`src/rtl/seg7_scan_capture_if.sv`:
```
`default_nettype none
// ============================================================================
//  Module      : seg7_scan_capture_if
//  Description : Pin-level and frame handshake bundle for seg7_scan_capture.
//                The master drives the scanned display lines and the frame
//                consumer controls; the slave (the capture block) returns the
//                assembled frame and the sticky error flags.
//  Revision    : 1.0 - initial release
// ============================================================================
interface seg7_scan_capture_if;
    logic [7:0]  an_n;
    logic [6:0]  seg_n;
    logic        frame_ready;
    logic        err_clr;
    logic [31:0] frame_data;
    logic        frame_valid;
    logic [3:0]  err_flags;

    modport master (
        output an_n, seg_n, frame_ready, err_clr,
        input  frame_data, frame_valid, err_flags
    );

    modport slave (
        input  an_n, seg_n, frame_ready, err_clr,
        output frame_data, frame_valid, err_flags
    );
endinterface
`default_nettype wire

```
`src/rtl/seg7_scan_capture.sv`:
```
`default_nettype none
// ============================================================================
//  Module      : seg7_scan_capture
//  Description : Snoops a multiplexed 8-digit active-low seven-segment scan,
//                filters scan transitions, decodes each digit back to hex and
//                publishes complete 32-bit frames with valid/ready.
//                Optional macro SEG7_CAP_ORDER_CHECK_EN enforces ascending
//                (mod 8) digit order within a frame.
//  Revision    : 1.0 - initial release
// ============================================================================
module seg7_scan_capture #(
    parameter int STABLE_CYCLES  = 4,
    parameter int TIMEOUT_CYCLES = 1024
) (
    input  wire logic          clk,
    input  wire logic          reset,
    seg7_scan_capture_if.slave bus
);

    localparam logic [7:0]  c_STABLE_LAST = 8'(STABLE_CYCLES - 1);
    localparam logic [15:0] c_TMO_LAST    = 16'(TIMEOUT_CYCLES - 1);

    typedef enum logic [1:0] {
        ST_IDLE    = 2'd0,
        ST_COLLECT = 2'd1,
        ST_PUBLISH = 2'd2
    } state_t;

    // Returns {valid, value}; valid is 0 for patterns outside the hex font.
    function automatic logic [4:0] f_decode(input logic [6:0] seg);
        logic [4:0] r;
        case (seg)
            7'b0000001: r = 5'h10;
            7'b1001111: r = 5'h11;
            7'b0010010: r = 5'h12;
            7'b0000110: r = 5'h13;
            7'b1001100: r = 5'h14;
            7'b0100100: r = 5'h15;
            7'b0100000: r = 5'h16;
            7'b0001111: r = 5'h17;
            7'b0000000: r = 5'h18;
            7'b0000100: r = 5'h19;
            7'b0001000: r = 5'h1A;
            7'b1100000: r = 5'h1B;
            7'b0110001: r = 5'h1C;
            7'b1000010: r = 5'h1D;
            7'b0110000: r = 5'h1E;
            7'b0111000: r = 5'h1F;
            default:    r = 5'h00;
        endcase
        return r;
    endfunction

    logic [14:0] sync1_q, sync2_q;
    logic [7:0]  cnt_q, cnt_d;
    state_t      state_q, state_d;
    logic [7:0]  seen_q, seen_d;
    logic [31:0] buf_q, buf_d;
    logic [15:0] tmo_q, tmo_d;
    logic [31:0] data_q, data_d;
    logic        valid_q, valid_d;
    logic [3:0]  err_q, err_d;
`ifdef SEG7_CAP_ORDER_CHECK_EN
    logic [2:0]  last_q, last_d;
`endif

    logic        w_accept;
    logic [7:0]  w_an, w_low;
    logic [6:0]  w_seg;
    logic        w_blank, w_single, w_multi;
    logic [2:0]  w_idx;
    logic [4:0]  w_dec;
    logic        w_digit_ok;
    logic        w_tmo_evt, w_ovf_evt, w_order_evt;
    logic [3:0]  w_err_set;
    logic [7:0]  w_seen_base;

    // Stability filter: run length of the synchronized value, saturating.
    // sync2_q doubles as the filter history; sync1_q is the incoming value.
    always_comb begin
        cnt_d    = 8'd1;
        w_accept = 1'b0;
        if (sync1_q == sync2_q) begin
            cnt_d    = (cnt_q == 8'hFF) ? cnt_q : cnt_q + 8'd1;
            w_accept = (cnt_q == c_STABLE_LAST);
        end
    end

    // Classify the accepted sample: blank, multi-anode or single digit index.
    always_comb begin
        w_an     = sync2_q[14:7];
        w_seg    = sync2_q[6:0];
        w_low    = ~w_an;
        w_blank  = (w_low == 8'h00);
        w_single = !w_blank && ((w_low & (w_low - 8'd1)) == 8'h00);
        w_multi  = !w_blank && !w_single;
        w_idx    = 3'd0;
        for (int i = 0; i < 8; i++) begin
            if (w_low[i]) w_idx = 3'(i);
        end
        w_dec      = f_decode(w_seg);
        w_digit_ok = w_accept && w_single && w_dec[4];
    end

    // Frame assembly FSM, timeout, publish and output handshake.
    always_comb begin
        state_d     = state_q;
        seen_d      = seen_q;
        buf_d       = buf_q;
        tmo_d       = tmo_q;
        data_d      = data_q;
        valid_d     = valid_q;
        w_tmo_evt   = 1'b0;
        w_ovf_evt   = 1'b0;
        w_order_evt = 1'b0;
        w_seen_base = seen_q;
`ifdef SEG7_CAP_ORDER_CHECK_EN
        last_d      = last_q;
`endif

        if (valid_q && bus.frame_ready) valid_d = 1'b0;

        case (state_q)
            ST_IDLE: begin
                if (w_digit_ok) begin
                    buf_d[{w_idx, 2'b00} +: 4] = w_dec[3:0];
                    seen_d  = 8'd1 << w_idx;
                    tmo_d   = 16'd0;
                    state_d = ST_COLLECT;
`ifdef SEG7_CAP_ORDER_CHECK_EN
                    last_d  = w_idx;
`endif
                end
            end
            ST_COLLECT: begin
                if (w_digit_ok) begin
`ifdef SEG7_CAP_ORDER_CHECK_EN
                    // Out-of-order digit aborts the frame and starts a new one.
                    if ((w_idx != last_q) && (w_idx != 3'(last_q + 3'd1))) begin
                        w_order_evt = 1'b1;
                        w_seen_base = 8'h00;
                    end
                    last_d = w_idx;
`endif
                    buf_d[{w_idx, 2'b00} +: 4] = w_dec[3:0];
                    seen_d = w_seen_base | (8'd1 << w_idx);
                    tmo_d  = 16'd0;
                    if (seen_d == 8'hFF) state_d = ST_PUBLISH;
                end else if (tmo_q == c_TMO_LAST) begin
                    w_tmo_evt = 1'b1;
                    seen_d    = 8'h00;
                    tmo_d     = 16'd0;
                    state_d   = ST_IDLE;
                end else begin
                    tmo_d = tmo_q + 16'd1;
                end
            end
            ST_PUBLISH: begin
                // The output slot is free or being emptied this cycle: load.
                if (!valid_q || bus.frame_ready) begin
                    data_d  = buf_q;
                    valid_d = 1'b1;
                end else begin
                    w_ovf_evt = 1'b1;
                end
                seen_d  = 8'h00;
                state_d = ST_IDLE;
            end
            default: begin
                seen_d  = 8'h00;
                state_d = ST_IDLE;
            end
        endcase

        w_err_set = {w_ovf_evt | w_order_evt, w_tmo_evt,
                     w_accept & w_multi, w_accept & w_single & ~w_dec[4]};
        // A new error event wins over a simultaneous clear.
        err_d = (bus.err_clr ? 4'h0 : err_q) | w_err_set;
    end

    // State registers with synchronous active-low reset.
    always_ff @(posedge clk) begin
        if (!reset) begin
            sync1_q <= '1;
            sync2_q <= '1;
            cnt_q   <= 8'd0;
            state_q <= ST_IDLE;
            seen_q  <= 8'h00;
            buf_q   <= 32'h0;
            tmo_q   <= 16'd0;
            data_q  <= 32'h0;
            valid_q <= 1'b0;
            err_q   <= 4'h0;
`ifdef SEG7_CAP_ORDER_CHECK_EN
            last_q  <= 3'd0;
`endif
        end else begin
            sync1_q <= {bus.an_n, bus.seg_n};
            sync2_q <= sync1_q;
            cnt_q   <= cnt_d;
            state_q <= state_d;
            seen_q  <= seen_d;
            buf_q   <= buf_d;
            tmo_q   <= tmo_d;
            data_q  <= data_d;
            valid_q <= valid_d;
            err_q   <= err_d;
`ifdef SEG7_CAP_ORDER_CHECK_EN
            last_q  <= last_d;
`endif
        end
    end

    assign bus.frame_data  = data_q;
    assign bus.frame_valid = valid_q;
    assign bus.err_flags   = err_q;

endmodule
`default_nettype wire

```
`src/flat_wrapper.sv`:
```
// flat-port wrapper written by rule: the top's interface ports become plain ports
module seg7_scan_capture_flat 
#(
    parameter int STABLE_CYCLES  = 4,
    parameter int TIMEOUT_CYCLES = 1024
)
  (clk, reset, bus_an_n, bus_seg_n, bus_frame_ready, bus_err_clr, bus_frame_data, bus_frame_valid, bus_err_flags);
  seg7_scan_capture_if bus_i ();
  input  wire logic clk;
  input  wire logic reset;
  input wire logic [$bits(bus_i.an_n)-1:0] bus_an_n;
  input wire logic [$bits(bus_i.seg_n)-1:0] bus_seg_n;
  input wire logic [$bits(bus_i.frame_ready)-1:0] bus_frame_ready;
  input wire logic [$bits(bus_i.err_clr)-1:0] bus_err_clr;
  output wire logic [$bits(bus_i.frame_data)-1:0] bus_frame_data;
  output wire logic [$bits(bus_i.frame_valid)-1:0] bus_frame_valid;
  output wire logic [$bits(bus_i.err_flags)-1:0] bus_err_flags;
  assign bus_i.an_n = bus_an_n;
  assign bus_i.seg_n = bus_seg_n;
  assign bus_i.frame_ready = bus_frame_ready;
  assign bus_i.err_clr = bus_err_clr;
  assign bus_frame_data = bus_i.frame_data;
  assign bus_frame_valid = bus_i.frame_valid;
  assign bus_err_flags = bus_i.err_flags;
  seg7_scan_capture #(.STABLE_CYCLES(STABLE_CYCLES), .TIMEOUT_CYCLES(TIMEOUT_CYCLES)) u_core (.clk(clk), .reset(reset), .bus(bus_i));
endmodule
```
`config.mk`:
```
export PLATFORM = sky130hd
export DESIGN_NAME = seg7_scan_capture_flat
export DESIGN_NICKNAME = d
export VERILOG_FILES = /design/src/rtl/seg7_scan_capture_if.sv /design/src/rtl/seg7_scan_capture.sv /design/src/flat_wrapper.sv
export SDC_FILE = /design/constraint.sdc
export NUM_CORES = 1
export LEC_CHECK = 0
export CAP_MARGIN = 20
export CORE_MARGIN = 1
export CORE_UTILIZATION = 50
export CTS_BUF_LIST = sky130_fd_sc_hd__clkbuf_8
export DETAILED_ROUTE_END_ITERATION = 12
export GPL_TIMING_DRIVEN = 0
export PLACE_DENSITY = 0.71
export RECOVER_POWER = 50
export SYNTH_ARGS = -nofsm -noshare
export SYNTH_HDL_FRONTEND = slang
export SYNTH_SLANG_ARGS = --single-unit
```
`constraint.sdc`:
```
create_clock -name clk -period 7.83 [get_ports clk]
set_clock_uncertainty 0.15 [all_clocks]
set_input_delay 1.1745 -clock clk [delete_from_list [all_inputs] [get_ports clk]]
set_output_delay 1.1745 -clock clk [all_outputs]
set_load 0.01 [all_outputs]
```
# After elaboration in Yosys (flattened, before gate mapping)
# Cells that the tools add are included.
# classes
shift,3
bitwise_logic,8
n_reduce_logical,21
n_addsub,4
mux,34
eq_ne,26
# ops
op,n
$pmux 5 s16,1
$mux 16,3
$eq 7x6->1 const B,5
$bwmux 32,1
$pmux 16 s2,1
$shift 4x7->32 const A,1
$shiftx 4x7->32,1
$eq 7x7->1 const B,4
$mux 8,3
$add 16x1->16 const B,1
$eq 16x10->1 const B,1
$eq 8x8->1 const B,2
$logic_not 8->1,2
$pmux 8 s2,1
$eq 15x15->1,1
$eq 7x3->1 const B,2
$eq 7x4->1 const B,2
$mux 1,12
$mux 2,6
$mux 3,4
$reduce_and 2->1,5
$add 8x1->8 const B,1
$and 8x8->8,1
$eq 8x2->1 const B,1
26 further kinds,34
# totals
input_bits,19
reg_bits,133
output_inout_bits,37

# Longest topological paths before layout
# Gate-level depths: netlist of run 1.
# logic_depth
word_depth,14
mapped_depth,12

# Worst setup path after synthesis of run 1
# OpenSTA, ideal clock, no wires.
# synth_path
path_type,register to register
from,reg u_core.sync2_q[9]
to,reg u_core.buf_q[17]
setup_slack_ns,4.871
path_buffers,0
setup_time_ns,0.128
t_arrival_ns,2.681
path_stages_with_launch,12
period_less_slack_ns,2.959
cell_sequence,dfxtp_1 > nor2b_1 > o21ai_1 > a21boi_0 > nor2_1 > ha_1 > ha_1 > a311oi_1 > nand4b_1 > nor4_2 > mux2i_1 > nor2_1
# synth_via
elab_chain_len,10
# synth_rtl
item,line,text
"start, declared",seg7_scan_capture.sv:54,"logic [14:0] sync1_q, sync2_q;"
"start signal, assigned",seg7_scan_capture.sv:199,sync2_q <= sync1_q;
$not 8->8,seg7_scan_capture.sv:93,w_low = ~w_an;
$mux 2 (2 in a row),seg7_scan_capture.sv:99,if (w_low[i]) w_idx = 3'(i);
$mux 3 (4 in a row),seg7_scan_capture.sv:99,
$neg 5->7,"seg7_scan_capture.sv:126, seg7_scan_capture.sv:145",
$shiftx 4x7->32 / $shift 4x7->32 (equally long branches),"seg7_scan_capture.sv:126, seg7_scan_capture.sv:145",
$bwmux 32,"seg7_scan_capture.sv:126, seg7_scan_capture.sv:145",
"end signal, assigned",seg7_scan_capture.sv:203,buf_q <= buf_d;
"end, declared",seg7_scan_capture.sv:58,"logic [31:0] buf_q, buf_d;"
# Parallel ways exist; a longest one is shown, timed or not.
# A chain may end at the register's enable or synchronous reset.

# Final worst setup path of run 1
# layout_path
from,reg u_core.sync2_q[9]
to,reg u_core.buf_q[19]
# Same word-level chain as after synthesis.

==> results of run 1 <==
[per-stage QoR]
step / instances / utilization
3_3_place_gp: 904 / 0.579
6_report: 935 / 0.615
5_1_grt: 935 / 0.615
4_1_cts: 935 / 0.615
3_5_place_dp: 904 / 0.579
2_1_floorplan: 707 / -
[kinds of logic after synthesis]
logic type,Yosys count,share of synthesized area
compound gates,126,0.133
fa+ha+maj,10,0.0203
mux,30,0.0508
xor+xnor,19,0.0281
flops,133,0.450
buf+inv,59,0.0381
simple gates,330,0.279
[power by group]
part | internal [mW] | switching, mW | leakage (nW) | total (mW)
registers | 0.684 | 0.00625 | 1.08 | 0.690
clock network | 0.344 | 0.260 | 0.215 | 0.603
logic | 0.0335 | 0.0553 | 1.27 | 0.0888
total | 1.06 | 0.321 | 2.57 | 1.38
[synth_stat cells (all sizes together) (5+ instances only)]
cell type / number / area (µm²)
nor3b: 5 / 37.5
nand4: 20 / 125
o31ai: 7 / 52.6
nand2: 127 / 477
and2: 5 / 31.3
nand2b: 33 / 206
nor3: 15 / 75.1
o21ai: 16 / 80.1
xnor2: 14 / 123
inv: 14 / 52.6
or3: 6 / 37.5
nor2: 45 / 169
mux2i: 30 / 300
and3: 12 / 75.1
a21oi: 62 / 310
nor2b: 8 / 50.1
nand3: 25 / 125
dfxtp: 133 / 2660
o22ai: 7 / 43.8
xor2: 5 / 43.8
ha: 8 / 100
clkbuf: 41 / 154
nor4: 9 / 75.1
a22o: 8 / 70.1
[path summary, 6_finish.rpt]
| path | to | slack, ns | cells past startpoint |
|---|---|---|---|
| setup / recovery | u_core.buf_q[19]$_SDFFE_PN0P_ | 4.20 | 11 |
| hold / removal | u_core.bus.frame_data[27]$_SDFFE_PN0P_ | 0.30 | 2 |
| setup reg to reg | u_core.buf_q[19]$_SDFFE_PN0P_ | 4.20 | 11 |
| hold reg to reg | u_core.bus.frame_data[27]$_SDFFE_PN0P_ | 0.30 | 2 |
[cell type report]
| cell class | instances | area (µm²) | share of cell area |
|---|---|---|---|
| buffer | 44 | 169 | 0.0239 |
| timing repair buffer | 54 | 541 | 0.0766 |
| tap | 143 | 179 | 0.0254 |
| clock inverter | 10 | 129 | 0.0183 |
| inverter | 15 | 56.3 | 0.00798 |
| clock buffer | 21 | 289 | 0.0410 |
| multi-input combinational | 515 | 3030 | 0.429 |
| sequential | 133 | 2660 | 0.377 |
[registers in the layout, indices dropped and copies added (netlist names)]
signal	count
u_core.buf_q	32
u_core.bus.frame_data	32
u_core.tmo_q	16
u_core.sync1_q	15
u_core.sync2_q	15
u_core.cnt_q	8
u_core.seen_q	8
u_core.bus.err_flags	4
u_core.state_q	2
u_core.bus.frame_valid	1
[critical path, cell delays in order, from the launching register on]
cell and delay (ns):
dfxtp_1 0.36, nor2b_1 0.15, o21ai_1 0.29, a21boi_0 0.20, nor2_1 0.33, ha_1 0.24
ha_1 0.29, a311oi_1 0.47, nand4b_1 0.18, nor4_2 0.54, mux2i_1 0.25, nor2_1 0.06
[metal layers]
layer,routed length [µm],part of all wire,vias up
met2,6640,0.48,183
met3,854,0.061,23
met4,248,0.018,0
met5,0,0,-
li1,-,-,2622
met1,6200,0.44,2464
==> impl_metrics.json, run 1 <==
{
  "outcome": "complete, no violations",
  "clock.fmax_mhz": 275,
  "power_leakage_nw": 2.57,
  "setup_ws_ns": 4.20,
  "htree_levels": 4,
  "endpoint_kind": "flip-flop",
  "min_period_over_period": 0.464,
  "path_clk_slew_ns": 0.07,
  "wl_mm": 13.9,
  "cts_resized": 0,
  "final_area_um2": 7050,
  "grt_max_degree": 17,
  "num_vias": 5292,
  "final_common_cell": "dfxtp_1",
  "drcViolationCount": 0,
  "irDropWorstVdd_mv": 0.147,
  "cts_buffers": 17,
  "rr_startpoint": "u_core.sync2_q[9]$_SDFF_PN1_",
  "gp_congestion": 0.857,
  "hold_start": "u_core.bus.frame_data[27]$_SDFFE_PN0P_",
  "hp-class": "flip-flop to flip-flop",
  "placed_area_um2": 6640,
  "busiest_layer": "met2",
  "slew_viol_final": 0,
  "tns_ns": 0,
  "antenna_found_initial": 0,
  "fillers": 1012,
  "post-route-min-period_ns": 3.63,
  "grt_overflow": 0,
  "ant_nets": 0,
  "required_ns": 8.01,
  "hpwl_mm": 10.1,
  "insertion_delay_ns": 0.45,
  "port-buffer-count": 54,
  "use_met1": 0.294,
  "grt_pass1_vias": 4903,
  "fin_hold_ws_ns": 0.304,
  "maxCapViolations": 0,
  "yosysSeqAreaShare": 0.450,
  "post-place-ws_ns": 4.29,
  "crit_start": "u_core.sync2_q[9]$_SDFF_PN1_",
  "ys_types": 59,
  "synth-main-ff-cell": "dfxtp_1",
  "core_region_area_um2": 11500,
  "max_slew_margin": 0.358,
  "crit_path_start_kind": "flip-flop",
  "cts_hold_buf": 0,
  "crit_arrival_ns": 3.81,
  "total_power_mw": 1.38,
  "drt_first_pass_iters": 5,
  "synthToLayoutAreaGrowth_pct": 19.2,
  "rsz0062_at_grt": "false",
  "grtUsageMet2": 0.382,
  "syn_area_per_cell_um2": 8.37,
  "cts_tree": "done",
  "hold_viol": 0,
  "clkSinkCount": 133,
  "ys_async_sr_fraction": 0,
  "n_antenna_cell": 0,
  "layout_common_cells": "dfxtp_1, nand2_1, a21oi_1",
  "synthesis.nets": 734,
  "synthCells": 707,
  "met3_usage": 0.0629,
  "drtIter0Drc": 328,
  "ys_ff_latch": 133,
  "setup_viol": 0,
  "grt_pass1_wl_mm": 23.0,
  "post_cts_buffers": 0,
  "drive_gt1_frac": 0.0480,
  "die_area_um2": 12300,
  "grt.total_usage": 0.233,
  "ys_warn_count": 0,
  "ioPinCount": 56,
  "fin_nets": 807,
  "die_h_um": 111,
  "synth_area_um2": 5920,
  "crit_type": "flip-flop to flip-flop",
  "rows": 39,
  "vias_per_cell": 5.66,
  "detail_route.wl_per_cell_um": 14.9,
  "synth_edf_count": 0,
  "cp_max_fo": 6,
  "powerDensity_nw_per_um2": 196,
  "start_util": 0.516,
  "die_x_um": 111,
  "cts_buffer_depth": 2,
  "worstMarginPinSlew_ns": 0.955,
  "cts-root-buf": "clkbuf_8"
}
(Power assumes the default switching activity.)
==> inputs of run 2 (changes only) <==
--- a/config.mk
+++ b/config.mk
@@ -11,7 +11,7 @@
 export CTS_BUF_LIST = sky130_fd_sc_hd__clkbuf_8
 export DETAILED_ROUTE_END_ITERATION = 12
 export GPL_TIMING_DRIVEN = 0
-export PLACE_DENSITY = 0.71
+export PLACE_DENSITY = 0.74
 export RECOVER_POWER = 50
 export SYNTH_ARGS = -nofsm -noshare
 export SYNTH_HDL_FRONTEND = slang
==> constraint.sdc (replaced) <==
create_clock -name clk -period 3.3 [get_ports clk]
set_clock_uncertainty 0.15 [all_clocks]
set_input_delay 0.495 -clock clk [delete_from_list [all_inputs] [get_ports clk]]
set_output_delay 0.495 -clock clk [all_outputs]
set_load 0.01 [all_outputs]
==> impl_metrics.json, run 2 (synthesis gave the netlist of run 1 again) <==
{
  "outcome": "complete, no violations",
  "cp_max_fo": 5,
  "clkSinkCount": 133,
  "detail_route.wl_per_cell_um": 15.0,
  "whs_path_depth": 2,
  "drt_first_pass_iters": 5,
  "placed_area_um2": 6640,
  "ioPinCount": 56,
  "drtIter0Drc": 300,
  "core_region_area_um2": 11500,
  "critPathTopFamily": "simple AND/OR/NAND/NOR gates",
  "final_util": 0.628,
  "powerDensity_nw_per_um2": 475,
  "max_slew_margin": 0.331,
  "worst-r2r-setup-slack_ns": 0.14,
  "required_ns": 3.48,
  "multiInputGateArea_um2": 3080,
  "fillers": 987,
  "setup_viol": 0,
  "dp.cells": 904,
  "worstMarginPinSlew_ns": 0.995,
  "grt_pass1_vias": 5104,
  "endpoint_kind": "flip-flop",
  "grt_overflow": 0,
  "insertion_delay_ns": 0.46,
  "cts-root-buf": "clkbuf_8",
  "crit_arrival_ns": 3.34,
  "seqCellArea_um2": 2660,
  "hold_viol": 0,
  "cts_buffer_depth": 2,
  "num_vias": 5339,
  "tns_ns": 0,
  "fin_cells": 942,
  "fin_hold_ws_ns": 0.302,
  "grt_max_degree": 17,
  "hold_start": "u_core.bus.frame_data[14]$_SDFFE_PN0P_",
  "cts_hold_buf": 0,
  "post-place-ws_ns": -0.277,
  "slew_viol_final": 0,
  "crit_type": "flip-flop to flip-flop",
  "vias_per_cell": 5.67,
  "die_h_um": 111,
  "antenna_found_initial": 0,
  "crit_start": "u_core.sync2_q[9]$_SDFF_PN1_",
  "die_area_um2": 12300,
  "fin_nets": 813,
  "n_antenna_cell": 0,
  "path_cells": "nor2b_1 -> o21ai_2 -> a21boi_1 -> nor2_2 -> buf_4 -> ha_1 -> nor2b_1 -> and3_1 -> nand4_1 -> nor4_4 -> mux2i_1 -> nor2_1",
  "port-buffer-count": 54,
  "hpwl_mm": 10.1,
  "rr_endpoint": "u_core.buf_q[3]$_SDFFE_PN0P_",
  "start_util": 0.516,
  "clock.fmax_mhz": 316,
  "rows": 39,
  "setup_ws_ns": 0.137,
  "maxCapViolations": 0,
  "cp_common_cell": "nor2b_1",
  "crit_path_start_kind": "flip-flop",
  "gp_congestion": 0.853,
  "grt_pass1_wl_mm": 23.7,
  "min_period_over_period": 0.959,
  "path_clk_slew_ns": 0.07,
  "slowest_stage": "dfxtp_1",
  "total_power_mw": 3.42,
  "crit_buf_inv": 1,
  "drcViolationCount": 0,
  "htree_levels": 4,
  "cts_buffers": 17,
  "wl_mm": 14.1,
  "synthToLayoutAreaGrowth_pct": 21.7,
  "cts_tree": "done",
  "ant_nets": 0,
  "holdPathEnd": "u_core.bus.frame_data[14]$_SDFFE_PN0P_",
  "layout_common_cells": "dfxtp_1, nand2_1, a21oi_1",
  "irDropWorstVdd_mv": 0.305,
  "grt.total_usage": 0.238,
  "cpPeakStageDelay_ns": 0.41,
  "final_common_cell": "dfxtp_1",
  "hp-class": "flip-flop to flip-flop",
  "post-route-min-period_ns": 3.16,
  "ff2ff_path_depth": 12,
  "drive_gt1_frac": 0.0726,
  "die_x_um": 111,
  "final_area_um2": 7200,
  "rr_startpoint": "u_core.sync2_q[9]$_SDFF_PN1_",
  "power_leakage_nw": 2.69
}
run 2: where the power goes:
group | switching (mW) | total (mW) | internal, mW
combinational | 0.140 | 0.230 | 0.0895
sequential | 0.0149 | 1.64 | 1.62
clock | 0.640 | 1.55 | 0.915
total | 0.795 | 3.42 | 2.63
run 2: cell type report:
type | instances | share of cell area
multi-input combinational | 515 | 0.428
sequential | 133 | 0.370
timing repair buffer | 61 | 0.0823
clock buffer | 18 | 0.0344
clock inverter | 14 | 0.0292
tap | 143 | 0.0248
buffer | 43 | 0.0240
inverter | 15 | 0.00782
run 2: timing repair:
action	4_1_cts	5_1_grt
endpoints found under the setup margin	24	53
setup buffers	4	3
resized for setup	5	17
pin swaps	2	2
run 2: worst reg2reg max path, cell delays in order (launching register included):
cell and delay [ns]:
dfxtp_1 0.41, nor2b_1 0.20, o21ai_2 0.12, a21boi_1 0.27, nor2_2 0.11, buf_4 0.15
ha_1 0.29, nor2b_1 0.28, and3_1 0.22, nand4_1 0.15, nor4_4 0.39, mux2i_1 0.24
nor2_1 0.06
run 2: how the worst max path moves through the flow:
stage               depth (start not counted)  slack (ns)                             to
floorplan                                  11        0.34  u_core.buf_q[17]$_SDFFE_PN0P_
global placement                           12       -0.15  u_core.buf_q[18]$_SDFFE_PN0P_
detailed placement                         11       -0.28  u_core.buf_q[18]$_SDFFE_PN0P_
CTS                                        12      0.0001  u_core.buf_q[18]$_SDFFE_PN0P_
global route                               10     -0.0006  u_core.tmo_q[12]$_SDFFE_PN0P_
finish                                     12        0.14   u_core.buf_q[3]$_SDFFE_PN0P_
run 2: routing by layer:
layer / GRT usage / routed length [µm] / part of all wire / up-vias
met5: 0 / 0 / 0 / -
met4: 0.0942 / 339 / 0.024 / 0
met3: 0.0623 / 735 / 0.052 / 33
met2: 0.390 / 6730 / 0.48 / 167
met1: 0.298 / 6300 / 0.45 / 2514
li1: - / - / - / 2625
==> inputs of run 3 (changes only) <==
--- a/config.mk
+++ b/config.mk
@@ -8,7 +8,7 @@
 export CAP_MARGIN = 20
 export CORE_MARGIN = 1
 export CORE_UTILIZATION = 50
-export CTS_BUF_LIST = sky130_fd_sc_hd__clkbuf_8
+export CTS_BUF_LIST = sky130_fd_sc_hd__clkbuf_8 sky130_fd_sc_hd__clkbuf_16
 export DETAILED_ROUTE_END_ITERATION = 12
 export GPL_TIMING_DRIVEN = 0
 export PLACE_DENSITY = 0.74
==> impl_metrics.json, run 3 (synthesis gave the netlist of run 1 again) <==
{
  "outcome": "complete, no violations",
  "antenna_found_initial": 0,
  "final_common_cell": "dfxtp_1",
  "seqCellArea_um2": 2660,
  "internal_power_mw": 3.07,
  "start_util": 0.516,
  "cts_buffer_depth": 2,
  "hold_start": "u_core.bus.frame_data[23]$_SDFFE_PN0P_",
  "setup_viol": 0,
  "grt_max_degree": 17,
  "drt_first_pass_iters": 5,
  "crit_buf_inv": 1,
  "final_util": 0.646,
  "total_power_mw": 3.94,
  "ioPinCount": 56,
  "grt_pass1_wl_mm": 24.3,
  "num_vias": 5389,
  "synthToLayoutAreaGrowth_pct": 25.2,
  "grt.total_usage": 0.243,
  "final_area_um2": 7410,
  "p_switching_mw": 0.866,
  "fillers": 940,
  "rr_startpoint": "u_core.sync2_q[9]$_SDFF_PN1_",
  "tns_ns": 0,
  "clkSinkCount": 133,
  "wl_mm": 14.4,
  "slew_viol_final": 0,
  "switching_share": 0.220,
  "cp_max_fo": 9,
  "cts_hold_buf": 0,
  "crit_start": "u_core.sync2_q[9]$_SDFF_PN1_",
  "cts_buffers": 17,
  "endpoint_kind": "flip-flop",
  "detail_route.wl_per_cell_um": 15.3,
  "placed_area_um2": 6640,
  "power_leakage_nw": 2.79,
  "die_x_um": 111,
  "hold_viol": 0,
  "rows": 39,
  "cpPeakStageDelay_ns": 0.41,
  "cts_tree": "done",
  "powerDensity_nw_per_um2": 532,
  "p_clk_frac": 0.523,
  "path_clk_slew_ns": 0.06,
  "insertion_delay_ns": 0.42,
  "fin_cells": 943,
  "die_area_um2": 12300,
  "worst-r2r-setup-slack_ns": 0.15,
  "grt_overflow": 0,
  "n_antenna_cell": 0,
  "post-route-min-period_ns": 3.15,
  "htree_levels": 4,
  "drive_gt1_frac": 0.0750,
  "crit_path_start_kind": "flip-flop",
  "hpwl_mm": 10.1,
  "hp-class": "flip-flop to flip-flop",
  "port-buffer-count": 54,
  "crit_type": "flip-flop to flip-flop",
  "p_seq_frac": 0.416,
  "cts-root-buf": "clkbuf_16",
  "required_ns": 3.45,
  "p_comb_frac": 0.060,
  "multiInputGateArea_um2": 3090,
  "fin_nets": 814,
  "maxCapViolations": 0,
  "drcViolationCount": 0,
  "dp.cells": 904,
  "irDropWorstVdd_mv": 0.338,
  "cp_common_cell": "ha_1",
  "grt_pass1_vias": 5200,
  "ant_nets": 0,
  "drtIter0Drc": 358,
  "critPathTopFamily": "simple AND/OR/NAND/NOR gates",
  "die_h_um": 111,
  "worstMarginPinSlew_ns": 0.988,
  "core_region_area_um2": 11500,
  "layout_common_cells": "dfxtp_1, nand2_1, a21oi_1",
  "min_period_over_period": 0.953,
  "vias_per_cell": 5.71,
  "path_cells": "nor2b_1 -> o21ai_2 -> a21boi_2 -> nor2_4 -> ha_1 -> ha_1 -> a311oi_2 -> nand4b_1 -> nor4_4 -> buf_4 -> mux2i_1 -> nor2_1",
  "slowest_stage": "dfxtp_1",
  "crit_arrival_ns": 3.30,
  "clock.fmax_mhz": 318,
  "max_slew_margin": 0.335,
  "gp_congestion": 0.853
}
==> run 3: through the flow <==
step	setup slack, ns	hold WS (ns)
6_report	0.154	0.300
5_1_grt	-0.0321	0.316
4_1_cts	0.0214	0.303
3_5_place_dp	-0.277	0.296
3_3_place_gp	-0.146	0.292
2_1_floorplan	0.341	0.278
==> run 3: timing repair <==
action,in CTS,in global routing
endpoints found under the setup margin,24,51
pin swaps,2,2
buffers inserted,4,4
resized for setup,7,17
==> run 3: layout make-up <==
cell class,count,share of cell area
buffer,43,0.0233
clock buffer,18,0.0593
clock inverter,14,0.0284
inverter,15,0.00760
multi-input combinational,515,0.417
sequential,133,0.359
tap,143,0.0241
timing repair buffer,62,0.0810
==> run 3: path summary, 6_finish.rpt <==
kind | end | cells past startpoint
worst max-delay path | u_core.buf_q[18]$_SDFFE_PN0P_ | 12
worst min-delay path | u_core.bus.frame_data[23]$_SDFFE_PN0P_ | 2
worst max register to register | u_core.buf_q[18]$_SDFFE_PN0P_ | 12
worst min register to register | u_core.bus.frame_data[23]$_SDFFE_PN0P_ | 2
==> run 3: metal layers <==
metal,global-route usage,share of wire
met3,0.0612,0.055
met5,0,0
met4,0.101,0.022
met1,0.303,0.44
met2,0.400,0.48
==> run 3: power groups by stage <==
stage                     Combinational [mW]  Sequential [mW]  Clock (mW)
after floorplan                        0.145             1.67           0
after global placement                 0.202             1.67           0
after detailed placement               0.209             1.67           0
after CTS                              0.216             1.64        2.09
after global routing                   0.260             1.64        2.16
final                                  0.238             1.64        2.06
==> run 3: tightest hold or removal path, cell delays in order (launching register included) <==
cell and delay (ns):
dfxtp_1 0.30, nand2_1 0.05, a21oi_1 0.05
